===== src/rtl/paddle_draw_ctrl.sv =====
`default_nettype none
// ============================================================================
// paddle_draw_ctrl : erase / load / draw sequencer for the paddle plot datapath
// Rev 1.0
// ============================================================================
module paddle_draw_ctrl #(
   parameter int PADDLE_W = 16,
   parameter int PADDLE_H = 2
) (
   input  logic       clock,
   input  logic       reset_n,
   input  logic       go,
   output logic       ld_x,
   output logic       ld_y,
   output logic [4:0] counter_x,
   output logic [4:0] counter_y,
   output logic       plot,
   output logic       erase,
   output logic       busy,
   output logic       done
);

   typedef enum logic [2:0] {
      S_IDLE  = 3'd0,
      S_ERASE = 3'd1,
      S_LOAD  = 3'd2,
      S_DRAW  = 3'd3,
      S_DONE  = 3'd4
   } state_t;

   localparam logic [4:0] X_LAST = 5'(PADDLE_W - 1);
   localparam logic [4:0] Y_LAST = 5'(PADDLE_H - 1);

   state_t     state_q, state_d;
   logic [4:0] cx_q, cx_d;
   logic [4:0] cy_q, cy_d;

   always_ff @(posedge clock or negedge reset_n) begin
      if (!reset_n) begin
         state_q <= S_IDLE;
         cx_q    <= 5'd0;
         cy_q    <= 5'd0;
      end else begin
         state_q <= state_d;
         cx_q    <= cx_d;
         cy_q    <= cy_d;
      end
   end

   // Counters sit at zero outside the two sweeps so every sweep starts at (0,0).
   always_comb begin
      state_d = state_q;
      cx_d    = 5'd0;
      cy_d    = 5'd0;
      case (state_q)
         S_IDLE: begin
            if (go) state_d = S_ERASE;
         end
         S_ERASE, S_DRAW: begin
            if (cx_q == X_LAST) begin
               if (cy_q == Y_LAST) begin
                  state_d = (state_q == S_ERASE) ? S_LOAD : S_DONE;
               end else begin
                  cy_d = cy_q + 5'd1;
               end
            end else begin
               cx_d = cx_q + 5'd1;
               cy_d = cy_q;
            end
         end
         S_LOAD:  state_d = S_DRAW;
         S_DONE:  state_d = S_IDLE;
         default: state_d = S_IDLE;
      endcase
   end

   always_comb begin
      ld_x  = 1'b1;
      ld_y  = 1'b1;
      plot  = 1'b0;
      erase = 1'b0;
      busy  = 1'b1;
      done  = 1'b0;
      case (state_q)
         S_IDLE:  busy = 1'b0;
         S_ERASE: begin
            plot  = 1'b1;
            erase = 1'b1;
         end
         S_LOAD: begin
            ld_x = 1'b0;
            ld_y = 1'b0;
         end
         S_DRAW:  plot = 1'b1;
         S_DONE:  done = 1'b1;
         default: busy = 1'b0;
      endcase
   end

   assign counter_x = cx_q;
   assign counter_y = cy_q;

endmodule
`default_nettype wire


===== config.mk =====
export PLATFORM = sky130hd
export DESIGN_NAME = paddle_draw_ctrl
export DESIGN_NICKNAME = d
export VERILOG_FILES = /design/src/rtl/paddle_draw_ctrl.sv
export SDC_FILE = /design/constraint.sdc
export NUM_CORES = 1
export LEC_CHECK = 0
export ABC_CLOCK_PERIOD_IN_PS = 2100
export BUFFER_PORTS_ARGS = -buffer_cell sky130_fd_sc_hd__buf_4
export CORE_MARGIN = 2
export CORE_UTILIZATION = 49
export CTS_BUF_LIST = sky130_fd_sc_hd__clkbuf_16
export CTS_CLUSTER_DIAMETER = 200
export DETAILED_ROUTE_END_ITERATION = 8
export PLACE_DENSITY = 0.76
export SLEW_MARGIN = 20
export SYNTH_ARGS = -nofsm -noshare
export SYNTH_HDL_FRONTEND = slang
export SYNTH_SLANG_ARGS = --single-unit

===== constraint.sdc =====
create_clock -name clock -period 2.1 [get_ports clock]
set_clock_uncertainty 0.1 [all_clocks]
set_input_delay 0.42 -clock clock [delete_from_list [all_inputs] [get_ports clock]]
set_output_delay 0.42 -clock clock [all_outputs]
set_load 0.03 [all_outputs]

# Word level (Yosys, flattened, before mapping)
# Index checks and enable logic that the tools add are counted.
# word_totals
elab_cells	33
regBits	13
# classes
addsub	2
n_reduce_logical	4
n_eq_ne	9
muxes	15
# op_table
cell	n
5-bit two-way mux	5
3-bit two-way mux	4
5-bit by 1-bit adder with 5-bit output, second input constant	2
3-bit case mux with 3 select lines	1
3-bit by 2-bit == test with 1-bit output, second input constant	2
5-bit by 1-bit == test with 1-bit output, second input constant	1
5-bit by 4-bit == test with 1-bit output, second input constant	1
1-bit two-way mux	5
2-bit by 1-bit != test with 1-bit output, second input constant	2
4-bit OR reduction	1
3-bit by 1-bit == test with 1-bit output, second input constant	1
3-bit == test, second input constant	1
3-bit logical NOT	1
3-bit AND reduction	1
2-bit != test, second input constant	1
2-bit OR reduction	1

# Longest topological paths before layout
# logic_depth
ltp_word	5
mapped_depth	5
mapped_depth_nobuf	5

# Least setup slack after synthesis
# Ideal clock, no wire load.
# synth_path
path_type	reg2out
from	reg state_q[2]
to	out ld_y
n_path_buf	1
arrival_ps	1175
slack_ps	405
required_time_ps	1580
path_stages_with_launch	3
cell_sequence	dfrtp_1 > or3_1 > buf_4
# synth_between
elab_chain_len	2
# synth_rtl
element	line	source
start, declared	34	state_t state_q, state_d;
start signal, assigned	44	state_q <= state_d;
3-bit by 2-bit == test with 1-bit output	-	
1-bit two-way mux	-	
end, declared	14	output logic ld_y,
# Every way passes these cells.

# Worst setup path after layout
# layout_path
from	reg state_q[2]
to	out plot
# layout_between
elab_chain_len	3
elab_cells_between_ends	4
classes_between	2 x eq/ne; 1 x mux; 1 x reduce/logical
# layout_rtl
element	line	source
3-bit by 1-bit == test with 1-bit output or 3-bit by 2-bit == test with 1-bit output (tied branches)	84	case (state_q)
2-bit OR reduction (no source line) *	-	
1-bit two-way mux *	84	
end, declared	17	output logic plot,
# Mark *: on every way between the ends. The rest lies on a longest branch, timed or not.

==> metrics.yaml <==
power_and_ir_drop:
  power_density_nw_per_um2: 670
  leakage_uw: 0.000487
  peakVddDrop_mv: 0.587
global_routing:
  grt_first_pass_wirelength_mm: 2.38
  grt_overflow: 0
  antenna_found_initial: 0
  grt_pass1_vias: 540
  gr-usage-all-layers_pct: 22.0
  grt_max_degree: 14
timing:
  tightest_slew_ns: 0.406
  setup_violations: 0
  finalMaxSlewViolations: 0
  fin_ws_ns: 0.150
  hold_viol: 0
  rsz0062_at_grt: "no"
  fmax_mhz: 513
  post-route-period-util_pct: 92.9
  tns_ns: 0
  max-slew-margin-rel_pct: 72.9
  fin_crit_ns: 1.95
logic_synthesis:
  synth-async-reset-ratio_pct: 100
  synth-seq-cells: 13
  synth_cells: 62
  synth.distinct_cells: 30
  ys_seq_area_share_pct: 47.6
  yosys_warnings: 0
  synth.top_cells.by_area: "dfrtp_1 48%, ha_1 5.5%, nand4b_4 3.5%, nor2_1 3.3%, o31ai_1 3.3%"
  synth_edf_count: 0
  syn-cell-area_um2: 683
  yosysTopAreaCell: "dfrtp_1"
  netlist_top_cells_count: "13 x dfrtp_1, 6 x nor2_1, 4 x nand3_1"
  yosys.cell_count.top_type: "dfrtp_1"
  synth-main-ff-cell: "dfrtp_1"
  synth_top_area_share_pct: 47.6
  synth_area_per_cell_um2: 11.0
  syn-num-nets: 68
route:
  routed_wirelength_mm: 1.39
  vias_per_cell: 5.39
  wire_per_inst_um: 14.0
  drt_iter0_markers: 4
  num_vias: 534
  drtPass1Iterations: 4
  ant_nets: 0
  drc: 0
place:
  place.gp.congestion: 0.768
  numPortBuffers: 18
  place_ws_ns: 0.422
setup_path:
  rrSetupSlack_ns: 0.51
  worstPathMaxFanout: 10
  reg2reg_from: "counter_y[1]"
  critPathCaptureType: "output port"
  worst_r2r_path_depth: 5
  reg2reg_to: "counter_y[2]"
  start_kind: "register"
  cp.arrival_ns: 1.43
  required_ns: 1.58
  critPathKind: "register to output port"
clock_tree:
  clock_sinks: 13
  cts_buffers: 3
  root_buffer: "clkbuf_16"
  cts_buffer_depth: 2
  path_clk_slew_ns: 0.04
  cts_max_level: 1
  postCtsSetupBuffers: 0
  cts_tree: "yes"
  clk_latency_ns: 0.24
run:
  drv_cap: 0
layout:
  drive_gt1_share_pct: 33.3
  fillers: 105
  nNetsFinal: 91
  seq_area_um2: 325
  multiInputGateArea_um2: 339
  areaGrowthSynthToFinish_pct: 34.4
  diodes: 0
worst_hold_path:
  hold_class: "register to register"
  hold_end: "counter_x[0]"
  worstHoldPathCells: 1
  min_from: "counter_x[0]"
die:
  rows: 13
  dieArea_um2: 1710
  io_pins: 19
  fp.dieH_um: 41.3
  start_util_pct: 52.5
  die_w_um: 41.3
  core-area_um2: 1300
run_status:
  status: "completed"
[per-layer routing]
metal  track usage [%]  vias up  wire length, um
li1                  -      268                -
met5                 0        -                0
met2              37.9       13              678
met3              6.38        5               70
met1              25.3      248              616
met4              9.68        0               21
[repair_timing]
item,CTS,global route
hold endpoints to repair,13,0
resized for setup,0,0
hold buffers,1,0
[placed cells by master, fill, tap and decap left out, types with 2 or more instances in the layout]
cell type	count
xnor2_1	2
ha_1	3
inv_1	3
o31ai_1	3
buf_4	18
nand3_1	4
and2_1	3
dfrtp_1	13
nor2_1	6
a21oi_1	2
or3_1	2
nand2_1	3
clkbuf_16	3
[sequential cells by signal, summed over array words and instances, names as in the netlist]
name       count
counter_y      5
counter_x      5
state_q        3
[cell families (layout without fill, tap and decap cells)]
kind of cell | Yosys count | in the layout | synth area share, %
mux | 2 | 2 | 3.11
simple gates | 28 | 28 | 28.2
buf+inv | 4 | 26 | 2.75
compound gates | 9 | 9 | 8.97
fa+ha+maj | 3 | 3 | 5.50
flops | 13 | 13 | 47.6
xor+xnor | 3 | 3 | 3.85
[per-stage QoR]
stage | cells | util (%) | hold slack [ns] | total power (uW) | cell area [um2]
2_1_floorplan | 62 | - | 0.0244 | 255 | 683
3_3_place_gp | 94 | 63.7 | 0.171 | 263 | 830
3_5_place_dp | 94 | 63.7 | 0.175 | 263 | 830
4_1_cts | 99 | 70.6 | 0.405 | 614 | 918
5_1_grt | 99 | 70.6 | 0.422 | 627 | 918
6_report | 99 | 70.6 | 0.396 | 616 | 918
[report_power, final]
part / switching (uW) / total [uW] / leakage [uW] / internal (uW)
Clock: 104 / 355 / 0.0000423 / 251
Combinational: 5.16 / 8.81 / 0.000278 / 3.66
Sequential: 0 / 251 / 0.000167 / 251
[critical path: stages (launching register included)]
cell and delay [ns]:
dfrtp_1 0.46, nand2b_4 0.21, clkinv_1 0.25, buf_4 0.27
[worst max-delay path by stage]
| stage | startpoint | end | slack (ns) | cells after the start |
|---|---|---|---|---|
| CTS | state_q[2] | plot | 0.16 | 3 |
| floorplan | state_q[2] | ld_y | 0.40 | 2 |
| global route | state_q[2] | plot | 0.05 | 3 |
| global placement | state_q[2] | plot | 0.49 | 3 |
| detailed placement | state_q[2] | plot | 0.42 | 3 |
| finish | state_q[2] | plot | 0.15 | 3 |
[layout make-up]
cell class	instances	area share, %
multi-input combinational	45	36.9
clock inverter	1	0.409
tap	15	2.04
sequential	13	35.4
inverter	3	1.23
clock buffer	3	8.17
timing repair buffer	19	15.8
Power figures use the tool's default switching activity.
